File: config.mk
export PLATFORM = sky130hd
export DESIGN_NAME = pipeline_hazard_ctrl
export DESIGN_NICKNAME = d
export VERILOG_FILES = /design/src/rtl/pipeline_pkg.sv /design/src/rtl/sat_counter.sv /design/src/rtl/pipeline_hazard_ctrl.sv
export SDC_FILE = /design/constraint.sdc
export NUM_CORES = 1
export LEC_CHECK = 0
export CAP_MARGIN = 20
export CORE_MARGIN = 4
export CORE_UTILIZATION = 45
export CTS_CLUSTER_DIAMETER = 100
export DETAILED_ROUTE_END_ITERATION = 6
export PLACE_DENSITY = 0.77
export SYNTH_ARGS = -nofsm -noshare
export SYNTH_HDL_FRONTEND = slang
export SYNTH_SLANG_ARGS = --single-unit
File: constraint.sdc
create_clock -name clk -period 1.9 [get_ports clk]
set_input_delay 0.38 -clock clk [delete_from_list [all_inputs] [get_ports clk]]
set_output_delay 0.38 -clock clk [all_outputs]
set_load 0.01 [all_outputs]
File: src/rtl/pipeline_pkg.sv
// Shared types and constants for the 5-stage pipeline control logic.
package pipeline_pkg;

   typedef enum logic {
      RUN   = 1'b0,
      FLUSH = 1'b1
   } state_t;

   localparam logic [4:0]  REG_ZERO = 5'd0;

   // Instruction the pipeline registers load when flushed or bubbled (addi x0,x0,0).
   localparam logic [31:0] NOP = 32'h00000013;

endpackage

File: src/rtl/sat_counter.sv
// Saturating up-counter; a synchronous clear wins over an increment in the same cycle.
module sat_counter #(
   parameter int W = 32
) (
   input  logic         clk,
   input  logic         reset,
   input  logic         inc,
   input  logic         clr,
   output logic [W-1:0] count
);

   always_ff @(posedge clk or posedge reset) begin
      if (reset) begin
         count <= '0;
      end else if (clr) begin
         count <= '0;
      end else if (inc && (count != {W{1'b1}})) begin
         count <= count + 1'b1;
      end
   end

endmodule

File: src/rtl/pipeline_hazard_ctrl.sv
// Pipeline sequencing: load-use stalls, branch redirect with multi-cycle IF/ID flush,
// memory-busy freeze, and performance counters for the branch-prediction study.
module pipeline_hazard_ctrl
   import pipeline_pkg::*;
#(
   parameter int unsigned FLUSH_CYCLES = 1,
   parameter int          CNT_W        = 32
) (
   input  logic             clk,
   input  logic             reset,
   input  logic [4:0]       id_rs1,
   input  logic [4:0]       id_rs2,
   input  logic             id_uses_rs1,
   input  logic             id_uses_rs2,
   input  logic [4:0]       ex_rd,
   input  logic             ex_mem_read,
   input  logic             ex_branch_valid,
   input  logic             ex_branch_taken,
   input  logic             ex_pred_taken,
   input  logic             ex_target_mismatch,
   input  logic             mem_busy,
   input  logic             clr_counters,
   output logic             pc_write,
   output logic             pc_redirect,
   output logic             if_id_write,
   output logic             if_id_flush,
   output logic             id_ex_write,
   output logic             id_ex_bubble,
   output logic             ex_mem_write,
   output logic [CNT_W-1:0] stall_cycles,
   output logic [CNT_W-1:0] mispredicts
);

   localparam logic [2:0] FLUSH_INIT = (FLUSH_CYCLES == 0) ? 3'd0 : 3'(FLUSH_CYCLES - 1);

   state_t     state;
   logic [2:0] flush_cnt;
   logic       load_use;
   logic       mispredict;
   logic       stall_inc;
   logic       mispred_inc;

   assign load_use = ex_mem_read && (ex_rd != REG_ZERO) &&
                     ((id_uses_rs1 && (id_rs1 == ex_rd)) ||
                      (id_uses_rs2 && (id_rs2 == ex_rd)));

   assign mispredict = ex_branch_valid &&
                       ((ex_branch_taken != ex_pred_taken) ||
                        (ex_branch_taken && ex_target_mismatch));

   // A load-use stall is only real in RUN; during FLUSH the ID instruction is being killed anyway.
   assign stall_inc   = mem_busy || (!mispredict && (state == RUN) && load_use);
   assign mispred_inc = !mem_busy && mispredict;

   always_comb begin
      pc_write     = 1'b1;
      pc_redirect  = 1'b0;
      if_id_write  = 1'b1;
      if_id_flush  = 1'b0;
      id_ex_write  = 1'b1;
      id_ex_bubble = 1'b0;
      ex_mem_write = 1'b1;
      if (mem_busy) begin
         pc_write     = 1'b0;
         if_id_write  = 1'b0;
         id_ex_write  = 1'b0;
         ex_mem_write = 1'b0;
      end else if (mispredict) begin
         pc_redirect  = 1'b1;
         if_id_flush  = 1'b1;
         id_ex_bubble = 1'b1;
      end else if (state == FLUSH) begin
         if_id_flush  = 1'b1;
      end else if (load_use) begin
         pc_write     = 1'b0;
         if_id_write  = 1'b0;
         id_ex_bubble = 1'b1;
      end
   end

   // Recovery FSM; a busy data memory freezes it along with the rest of the pipe.
   always_ff @(posedge clk or posedge reset) begin
      if (reset) begin
         state     <= RUN;
         flush_cnt <= 3'd0;
      end else if (!mem_busy) begin
         if (mispredict) begin
            state     <= (FLUSH_CYCLES == 0) ? RUN : FLUSH;
            flush_cnt <= FLUSH_INIT;
         end else if (state == FLUSH) begin
            if (flush_cnt == 3'd0) begin
               state <= RUN;
            end else begin
               flush_cnt <= flush_cnt - 3'd1;
            end
         end
      end
   end

   sat_counter #(.W(CNT_W)) u_stall_cnt (
      .clk   (clk),
      .reset (reset),
      .inc   (stall_inc),
      .clr   (clr_counters),
      .count (stall_cycles)
   );

   sat_counter #(.W(CNT_W)) u_mispred_cnt (
      .clk   (clk),
      .reset (reset),
      .inc   (mispred_inc),
      .clr   (clr_counters),
      .count (mispredicts)
   );

endmodule
==> impl_metrics.yaml, run 1 <==
synth:
  compound_gate_fraction_of_synth_area_pct: 13.2
  async_flop_share_pct: 100
  ys_types: 52
  syn_nets: 468
  synth.ff_latch_count: 68
  synthesis.instances: 438
  synth-edff-count: 0
  yosysWarnings: 0
  mean_instance_size_in_the_synthesized_netlist_um2: 9.10
  synth-simple-area-share_pct: 30.7
  synthFlopType: "dfrtp_1"
  yosys.area_share.xor_xnor_pct: 6.82
  post_synth_mux_area_share_pct: 1.88
  synth_top_family_by_area: "simple AND/OR/NAND/NOR gates"
  synth_seq_area_share_pct: 42.7
  synth.cell_area_um2: 3980
  synth-adder-area-share_pct: 1.26
power_and_ir_drop:
  pwr-share-clk_pct: 35.6
  power.net_switching_mw: 0.975
  p_comb_share_pct: 20.8
  power-per-cell-area_nw_per_um2: 502
  seq_power_share_pct: 43.6
  p_leak_nw: 2.94
  report.power.total_mw: 3.48
  p_int_mw: 2.51
  switching_share_pct: 28.0
  vdd_ir_drop_max_mv: 0.462
placed_design:
  gp_routability_congestion: 0.793
  buffer_ports.inserted: 96
  post_dp_cell_area_um2: 5840
  hpwl_mm: 8.67
clocking:
  clockRootBuffer: "clkbuf_8"
  clock_latency_ns: 0.35
  clock_tree_from_tritoncts: "built"
  cts.sink_count: 68
  cts_inserted_buffers: 9
  cts.clk_slew.worst_paths_ns: 0.08
  cts_hold_repair.buffers: 0
  cts_htree_levels: 3
  clockBufferDepth: 2
cells_and_area:
  flow.area_growth_from_synthesis_pct: 74.4
  layout.cells.most_common: "buf_4"
  design_area_um2: 6950
  layout-drive-gt1-share_pct: 42.3
  layout.core_utilization_pct: 80.0
  nets: 692
  highest_count_cells_in_the_layout_ignoring_fill_and_taps: "buf_4, clkdlybuf4s50_1, dfrtp_1"
  antennaDiodeCount: 0
timing:
  timing.slew.headroom_pct: 70.2
  final.setup_skew_ns: 0.0149
  finalWorstSetupSlack_ns: -0.220
  fin_crit_ns: 2.12
  final-setup-viol-count: 63
  highest_clock_rate_ghz: 0.472
  report.final.slew_viol_count: 0
  report.final.hold_viol_count: 0
  timing_worst_slew_pin_value_ns: 0.443
  grt_setup_unrepaired: "yes"
  post-route-period-util_pct: 112
floorplan:
  die_w_um: 102
  die_area_um2: 10400
  die_h_um: 102
  placementRows: 34
  initial_utilization_pct: 45.9
  core_area_um2: 8680
  ioPinCount: 97
critical_path:
  crit_top_cell: "buf_6"
  timing.setup.critical_path_class: "flip-flop to flip-flop"
  critPathLaunchType: "flip-flop"
  cpMaxStageDelayCell: "dfrtp_1"
  endpoint_kind: "flip-flop"
  arrival_ns: 2.35
  crit_required_ns: 2.13
  timing.critical_path.cells: "nand4_1, nor4_2, nand4_1, buf_6, nand3_4, buf_6, buf_6, mux2i_1, nor2_1"
  timing.critical_path.fanout_max: 7
  reg2reg_slack_ns: -0.22
  critical_path_s_largest_stage_delay_ns: 0.38
run_status:
  violations: "negative setup slack"
  outcome: "complete, but fails checks"
grt:
  grt_max_degree: 69
  track_usage_pct: 26.1
  first_global_vias: 4473
  globalRoute.totalOverflow: 0
  grt_pass1_wl_mm: 21.7
  grt_antenna_before_repair: 0
job:
  cap_viol_max_count: 0
route:
  drc: 0
  wire_per_inst_um: 20.3
  routed_wirelength_mm: 15.7
  drt.antenna.violating_nets: 0
  detailed_router_iteration_count_before_antenna_repair: 5
  viasPerCell: 6.20
  detailroute.via_count: 4791
  first_iter_violations: 297
min_path:
  class_of_the_worst_hold_path: "input port to flip-flop"
critical path, delay by kind of cell, from the launching register on:
family | cells | cell delay (ns)
flip-flops | 1 | 0.38
buffers and inverters | 3 | 0.44
multiplexers | 1 | 0.26
AND/OR/NAND/NOR | 5 | 0.93
area by class of cell:
cell class | instances | area, um2
Sequential cell | 68 | 1710
Multi-Input combinational cell | 342 | 2740
Clock inverter | 2 | 35.0
Inverter | 10 | 42.5
Clock buffer | 12 | 155
Timing Repair Buffer | 231 | 2130
Tap cell | 108 | 135
Fill cell | 479 | 1730
state kept, by name (all words and copies together), names as in the netlist:
name	cells
u_mispred_cnt.count	32
u_stall_cnt.count	32
flush_cnt	3
state	1
stage by stage:
step	setup TNS, ns	std cells	hold WS [ns]	worst slack, ns
finish	-7.52	773	0.356	-0.220
global route	-12.32	773	0.351	-0.294
CTS	-4.13	760	0.321	-0.208
detailed placement	-39.08	726	0.473	-0.751
global placement	-34.57	726	0.459	-0.659
floorplan	-0.789	438	0.451	-0.0801
kinds of logic (layout without fill, tap and decap cells):
group,Yosys count,in the layout
flip-flops,68,68
AND/OR/NAND/NOR,207,208
AO/OA/AOI/OAI,92,92
multiplexers,7,7
buffers and inverters,29,255
XOR/XNOR,31,31
adder cells (fa/ha/maj),4,4
routing by layer:
layer	share of wire (%)	GRT usage, %	up-vias
met5	0	0	-
met4	5.6	10.5	0
met3	5.9	4.64	92
met2	50	44.8	252
met1	38	32.5	2387
li1	-	-	2060
power groups by stage:
stage	combinational [mW]	sequential, mW	clock (mW)
detailed placement	0.536	1.55	0
floorplan	0.285	1.56	0
finish	0.725	1.52	1.24
global placement	0.507	1.54	0
CTS	0.635	1.52	1.21
global route	0.777	1.52	1.28
synthesized netlist by cell type, types with 2 or more instances:
master | number | area [um2]
nand3_1 | 27 | 135
nor2b_1 | 6 | 37.5
xnor2_1 | 21 | 184
nor4b_1 | 2 | 17.5
nor4_1 | 3 | 18.8
and3_1 | 7 | 43.8
o22ai_1 | 2 | 12.5
mux2i_1 | 3 | 30.0
o21ai_1 | 5 | 25.0
clkbuf_1 | 10 | 37.5
nor2_1 | 37 | 139
nand4_1 | 18 | 113
inv_1 | 9 | 33.8
nand2_1 | 29 | 109
nand2b_1 | 3 | 18.8
dfrtp_1 | 68 | 1700
or4_1 | 9 | 67.6
and4_1 | 7 | 61.3
buf_2 | 3 | 15.0
nor4_4 | 2 | 42.5
o21ai_0 | 29 | 145
buf_4 | 6 | 45.0
nor3_1 | 9 | 45.0
or3_1 | 29 | 181
o31ai_1 | 8 | 60.1
nor4_2 | 3 | 37.5
ha_1 | 4 | 50.1
mux2_1 | 4 | 45.0
o2111ai_1 | 2 | 17.5
xor2_1 | 10 | 87.6
and2_1 | 3 | 18.8
a21oi_1 | 39 | 195
o21a_1 | 2 | 15.0
worst paths after layout:
path / startpoint / end / cells after the start
max in group asynchronous: reset / u_stall_cnt.count[15] / 3
max reg2reg: u_stall_cnt.count[19] / u_stall_cnt.count[1] / 9
min reg2reg: flush_cnt[0] / flush_cnt[0] / 1
min: clr_counters / u_stall_cnt.count[27] / 2
max: u_stall_cnt.count[19] / u_stall_cnt.count[1] / 9
min in group asynchronous: reset / u_mispred_cnt.count[0] / 3
repair_timing:
action | in CTS | in global routing
setup endpoints to repair | 68 | 69
pin swaps | 71 | 58
buffers inserted | 19 | 14
gates resized for setup | 127 | 105
gates cloned | 3 | 1
(Power assumes the default switching activity.)
==> inputs of run 2 (changes only) <==
- CORE_UTILIZATION: 45 -> 47
- CTS_BUF_LIST: default -> sky130_fd_sc_hd__clkbuf_2
- MAX_ROUTING_LAYER: default -> met4
- PLACE_DENSITY: 0.77 -> 0.8
==> run 2 against run 1 <==
  * The flow still finishes with violations (negative setup slack)
  * Register-to-register slack worse by 0.07 ns
  * Sequential power about the same
  * First-iteration DRC count increased by 22%
  * Critical path type unchanged
==> impl_metrics.yaml, run 2 (synthesis results as in run 1) <==
timing:
  final-setup-viol-count: 66
  fin_crit_ns: 2.19
  highest_clock_rate_ghz: 0.456
  final.setup_skew_ns: 0.0316
  report.final.slew_viol_count: 0
  finalWorstSetupSlack_ns: -0.294
  grt_setup_unrepaired: "yes"
  timing.slew.headroom_pct: 62.4
  holdWs_ns: 0.316
  timing_worst_slew_pin_value_ns: 0.564
  post-route-period-util_pct: 115
  report.final.hold_viol_count: 0
run_status:
  outcome: "complete, but fails checks"
  violations: "negative setup slack"
critical_path:
  critical_path_s_largest_stage_delay_ns: 0.41
  timing.critical_path.fanout_max: 4
  critPathLaunchType: "flip-flop"
  cp_num_buf_inv: 3
  cpMaxStageDelayCell: "dfrtp_1"
  endpoint_kind: "flip-flop"
  reg2reg_slack_ns: -0.29
  reg_to_reg_start: "u_stall_cnt.count[5]"
  worst-path-stages: 9
  crit_required_ns: 2.31
  critical_path.top_delay_family: "simple AND/OR/NAND/NOR gates"
  cell_count_of_the_worst_reg_to_reg_path: 9
  arrival_ns: 2.60
  timing.critical_path.cells: "and4_4, buf_6, nand4_1, buf_4, nor4_4, buf_4, nand4_1, or3_1, a21oi_2"
  timing.setup.critical_path_class: "flip-flop to flip-flop"
  crit-reg2reg-capture: "u_stall_cnt.count[31]"
power_and_ir_drop:
  report.power.total_mw: 3.00
  p_leak_nw: 3.26
  power-per-cell-area_nw_per_um2: 444
  vdd_ir_drop_max_mv: 0.411
job:
  cap_viol_max_count: 0
route:
  detailroute.via_count: 4895
  detailed_router_iteration_count_before_antenna_repair: 6
  drt.antenna.violating_nets: 0
  drc: 0
  wire_per_inst_um: 20.5
  first_iter_violations: 363
  routed_wirelength_mm: 16.2
  viasPerCell: 6.18
cells_and_area:
  multi_input_gate_area_in_the_final_layout_um2: 2630
  num-fill-cells: 439
  layout.area.seq_um2: 1710
  layout.cells.most_common: "buf_4"
  nets: 714
  antennaDiodeCount: 0
  highest_count_cells_in_the_layout_ignoring_fill_and_taps: "buf_4, dfrtp_1, dlygate4sd2_1"
  flow.area_growth_from_synthesis_pct: 69.6
  reg_top3: "u_mispred_cnt.count (32), u_stall_cnt.count (32), flush_cnt (3)"
  layout-drive-gt1-share_pct: 40.2
clocking:
  cts.sink_count: 68
  clockBufferDepth: 2
  clockRootBuffer: "clkbuf_2"
  clock_tree_from_tritoncts: "built"
  cts_htree_levels: 3
  cts_hold_repair.buffers: 0
  cts_inserted_buffers: 9
  clock_latency_ns: 0.48
  cts.clk_slew.worst_paths_ns: 0.19
floorplan:
  die_h_um: 100
  die_w_um: 100
  die_area_um2: 10000
  placementRows: 33
  core_area_um2: 8220
  ioPinCount: 97
  initial_utilization_pct: 48.5
grt:
  track_usage_pct: 29.0
  grt_max_degree: 69
  grt_pass1_wl_mm: 22.5
  globalRoute.totalOverflow: 0
  first_global_vias: 4693
  grt_antenna_before_repair: 0
placed_design:
  buffer_ports.inserted: 96
  hpwl_mm: 8.94
  gp_routability_congestion: 0.846
min_path:
  class_of_the_worst_hold_path: "input port to async pin"
## run 2: cell count changes in the layout (fill, tap and decap cells not counted), sizes merged
| cell | change |
|---|---|
| buf | +17 |
| clkbuf | -7 |
| clkdlybuf4s15 | +11 |
| clkdlybuf4s50 | -58 |
| clkinv | +2 |
| dlygate4sd2 | +56 |
| dlymetal6s2s | +1 |
## run 2: timing repair
item	in CTS	in global routing
pin swaps	62	48
cloned	2	0
setup endpoints to repair	126	73
gates resized for setup	168	71
setup buffers	33	21
## run 2: layer usage
metal / vias to the layer above / wire, um / track usage (%)
met5: - / 0 / -
li1: 2103 / - / -
met2: 276 / 8490 / 50.1
met1: 2421 / 5950 / 32.4
met3: 95 / 963 / 3.75
met4: 0 / 820 / 15.9
## run 2: worst max path at each step
stage	start	to	slack, ns
floorplan	u_mispred_cnt.count[0]	u_mispred_cnt.count[3]	-0.08
finish	u_stall_cnt.count[5]	u_stall_cnt.count[31]	-0.29
CTS	u_stall_cnt.count[1]	u_stall_cnt.count[17]	-0.14
global route	u_stall_cnt.count[5]	u_stall_cnt.count[31]	-0.38
detailed placement	ex_rd[4]	u_stall_cnt.count[22]	-0.81
global placement	ex_target_mismatch	if_id_write	-0.66
## run 2: power by group
part / switching [mW] / internal [mW] / leakage (nW)
clock network: 0.511 / 0.286 / 0.0627
registers: 0.0300 / 1.50 / 0.934
logic: 0.367 / 0.309 / 2.26
total: 0.908 / 2.09 / 3.26
## run 2: layout make-up
type / instances / share of cell area [%]
clock inverters: 4 / 0.630
inverters: 10 / 0.630
well taps: 105 / 1.94
clock buffers: 10 / 0.741
multi-input cells: 342 / 38.9
repair buffers: 253 / 31.9
flip-flops and latches: 68 / 25.3
## run 2: worst reg2reg max path, cell delays in order, from the launching register on
cell and delay [ns]:
dfrtp_1 0.41, and4_4 0.24, buf_6 0.10, nand4_1 0.20
buf_4 0.22, nor4_4 0.16, buf_4 0.18, nand4_1 0.10
or3_1 0.38, a21oi_2 0.14
## run 2: per-stage QoR
step / worst slack [ns] / cells / setup TNS (ns) / utilization (%) / instance area, um2
final: -0.294 / 792 / -9.74 / 82.2 / 6760
after global routing: -0.382 / 792 / -16.20 / 82.2 / 6760
after CTS: -0.144 / 774 / -3.86 / 77.8 / 6390
after detailed placement: -0.806 / 727 / -38.66 / 71.4 / 5870
after global placement: -0.656 / 727 / -33.85 / 71.4 / 5870
after floorplan: -0.0801 / 438 / -0.789 / - / 4050
==> inputs of run 3 (changes only) <==
- CTS_CLUSTER_SIZE: default -> 14
- RECOVER_POWER: default -> 100
==> run 3 against run 2 <==
  * The flow still finishes with violations (negative setup slack)
  * Register-to-register slack about the same
  * Final area fell by 2.1%
  * Sequential cell count stayed put
  * Total power up 0.11%
  * Combinational power decreased by 1%
  * Sequential share of layout area grew 0.55 points
  * First-iteration DRC count fell by 8.5%
  * Clock power is 2% higher
  * Core utilization fell by 1.8 points
  * Maximum frequency is 0.67% lower
  * Critical path depth stayed put
  * Largest power group unchanged
==> impl_metrics.yaml, run 3 (synthesis results as in run 1) <==
timing:
  finalWorstSetupSlack_ns: -0.309
  fin_crit_ns: 2.21
  grt_setup_unrepaired: "yes"
  timing.slew.headroom_pct: 37.0
  final.setup_skew_ns: 0.0364
  timing_worst_slew_pin_value_ns: 0.945
  post-route-period-util_pct: 116
  final-setup-viol-count: 68
  report.final.hold_viol_count: 0
  holdWs_ns: 0.368
  highest_clock_rate_ghz: 0.453
  report.final.slew_viol_count: 0
critical_path:
  reg2reg_slack_ns: -0.31
  cell_count_of_the_worst_reg_to_reg_path: 9
  endpoint_kind: "flip-flop"
  crit_required_ns: 2.33
  critPathLaunchType: "flip-flop"
  timing.setup.critical_path_class: "flip-flop to flip-flop"
  arrival_ns: 2.64
  timing.critical_path.fanout_max: 4
cells_and_area:
  finish.cell_count_without_fillers: 792
  highest_count_cells_in_the_layout_ignoring_fill_and_taps: "buf_4, dfrtp_1, dlygate4sd2_1"
  antennaDiodeCount: 0
  layout.cells.most_common: "buf_4"
  layout.core_utilization_pct: 80.5
  design_area_um2: 6610
  layout-drive-gt1-share_pct: 36.4
  reg_top3: "u_mispred_cnt.count (32), u_stall_cnt.count (32), flush_cnt (3)"
  nets: 714
  flow.area_growth_from_synthesis_pct: 66.0
clocking:
  cts.clk_slew.worst_paths_ns: 0.19
  cts_hold_repair.buffers: 0
  cts_htree_levels: 3
  clockRootBuffer: "clkbuf_2"
  clockBufferDepth: 2
  clock_latency_ns: 0.50
  cts.sink_count: 68
  cts_inserted_buffers: 9
  clock_tree_from_tritoncts: "built"
placed_design:
  post_dp_cell_area_um2: 5870
  buffer_ports.inserted: 96
  hpwl_mm: 8.94
  dp_cells: 727
  gp_routability_congestion: 0.846
route:
  drt.antenna.violating_nets: 0
  wire_per_inst_um: 20.4
  viasPerCell: 6.14
  drc: 0
  detailroute.via_count: 4865
  detailed_router_iteration_count_before_antenna_repair: 7
  routed_wirelength_mm: 16.2
  first_iter_violations: 332
min_path:
  hold-path-cell-count: 2
  class_of_the_worst_hold_path: "input port to flip-flop"
grt:
  grt_pass1_wl_mm: 22.5
  grt_antenna_before_repair: 0
  first_global_vias: 4693
  track_usage_pct: 29.0
  grt_max_degree: 69
  globalRoute.totalOverflow: 0
run_status:
  outcome: "complete, but fails checks"
  violations: "negative setup slack"
floorplan:
  ioPinCount: 97
  placementRows: 33
  core_area_um2: 8220
  die_w_um: 100
  die_area_um2: 10000
  initial_utilization_pct: 48.5
  die_h_um: 100
power_and_ir_drop:
  power-per-cell-area_nw_per_um2: 454
  report.power.total_mw: 3.00
  vdd_ir_drop_max_mv: 0.408
  p_leak_nw: 3.05
job:
  cap_viol_max_count: 0
-- run 3: per-layer routing --
metal	up-vias	global-route usage [%]	routed length [um]
met2	275	50.1	8500
met5	-	-	0
met4	0	15.9	836
li1	2103	-	-
met1	2390	32.4	5870
met3	97	3.75	974
-- run 3: final timing paths --
| check | end | startpoint |
|---|---|---|
| setup / recovery | u_stall_cnt.count[31] | u_stall_cnt.count[5] |
| hold / removal | u_stall_cnt.count[8] | clr_counters |
| setup reg to reg | u_stall_cnt.count[31] | u_stall_cnt.count[5] |
| hold reg to reg | flush_cnt[0] | flush_cnt[0] |
| max in group asynchronous | u_mispred_cnt.count[25] | reset |
| min in group asynchronous | u_mispred_cnt.count[2] | reset |
-- run 3: what timing repair did --
item                                    CTS  global route
gates resized for setup                 168            71
buffers inserted                         33            21
pin swaps                                62            48
endpoints found under the hold margin     0             0
gates cloned                              2             0
endpoints found under the setup margin  126            73
-- run 3: stage by stage --
step	TNS [ns]	setup WS, ns
3_3_place_gp	-33.85	-0.656
2_1_floorplan	-0.789	-0.0801
6_report	-10.36	-0.309
5_1_grt	-16.34	-0.385
3_5_place_dp	-38.66	-0.806
4_1_cts	-3.86	-0.144
-- run 3: area by class of cell --
| type | instances | area, um2 |
|---|---|---|
| multi-input cells | 342 | 2620 |
| well taps | 105 | 131 |
| flip-flops and latches | 68 | 1710 |
| repair buffers | 253 | 2020 |
| fillers | 482 | 1600 |
| clock inverters | 4 | 42.5 |
| clock buffers | 10 | 50.0 |
| inverters | 10 | 42.5 |
-- run 3: report_power, final --
part / switching (mW) / internal (mW) / total [mW]
sequential: 0.0303 / 1.50 / 1.53
clock: 0.523 / 0.286 / 0.809
combinational: 0.364 / 0.303 / 0.667
-- run 3: worst max-delay path: stages (launching register included) --
cell     delay [ns]
dfrtp_1        0.41
and4_4         0.24
buf_6          0.10
nand4_1        0.20
buf_4          0.23
nor4_4         0.16
buf_4          0.19
nand4_1        0.10
or3_1          0.38
a21oi_2        0.14
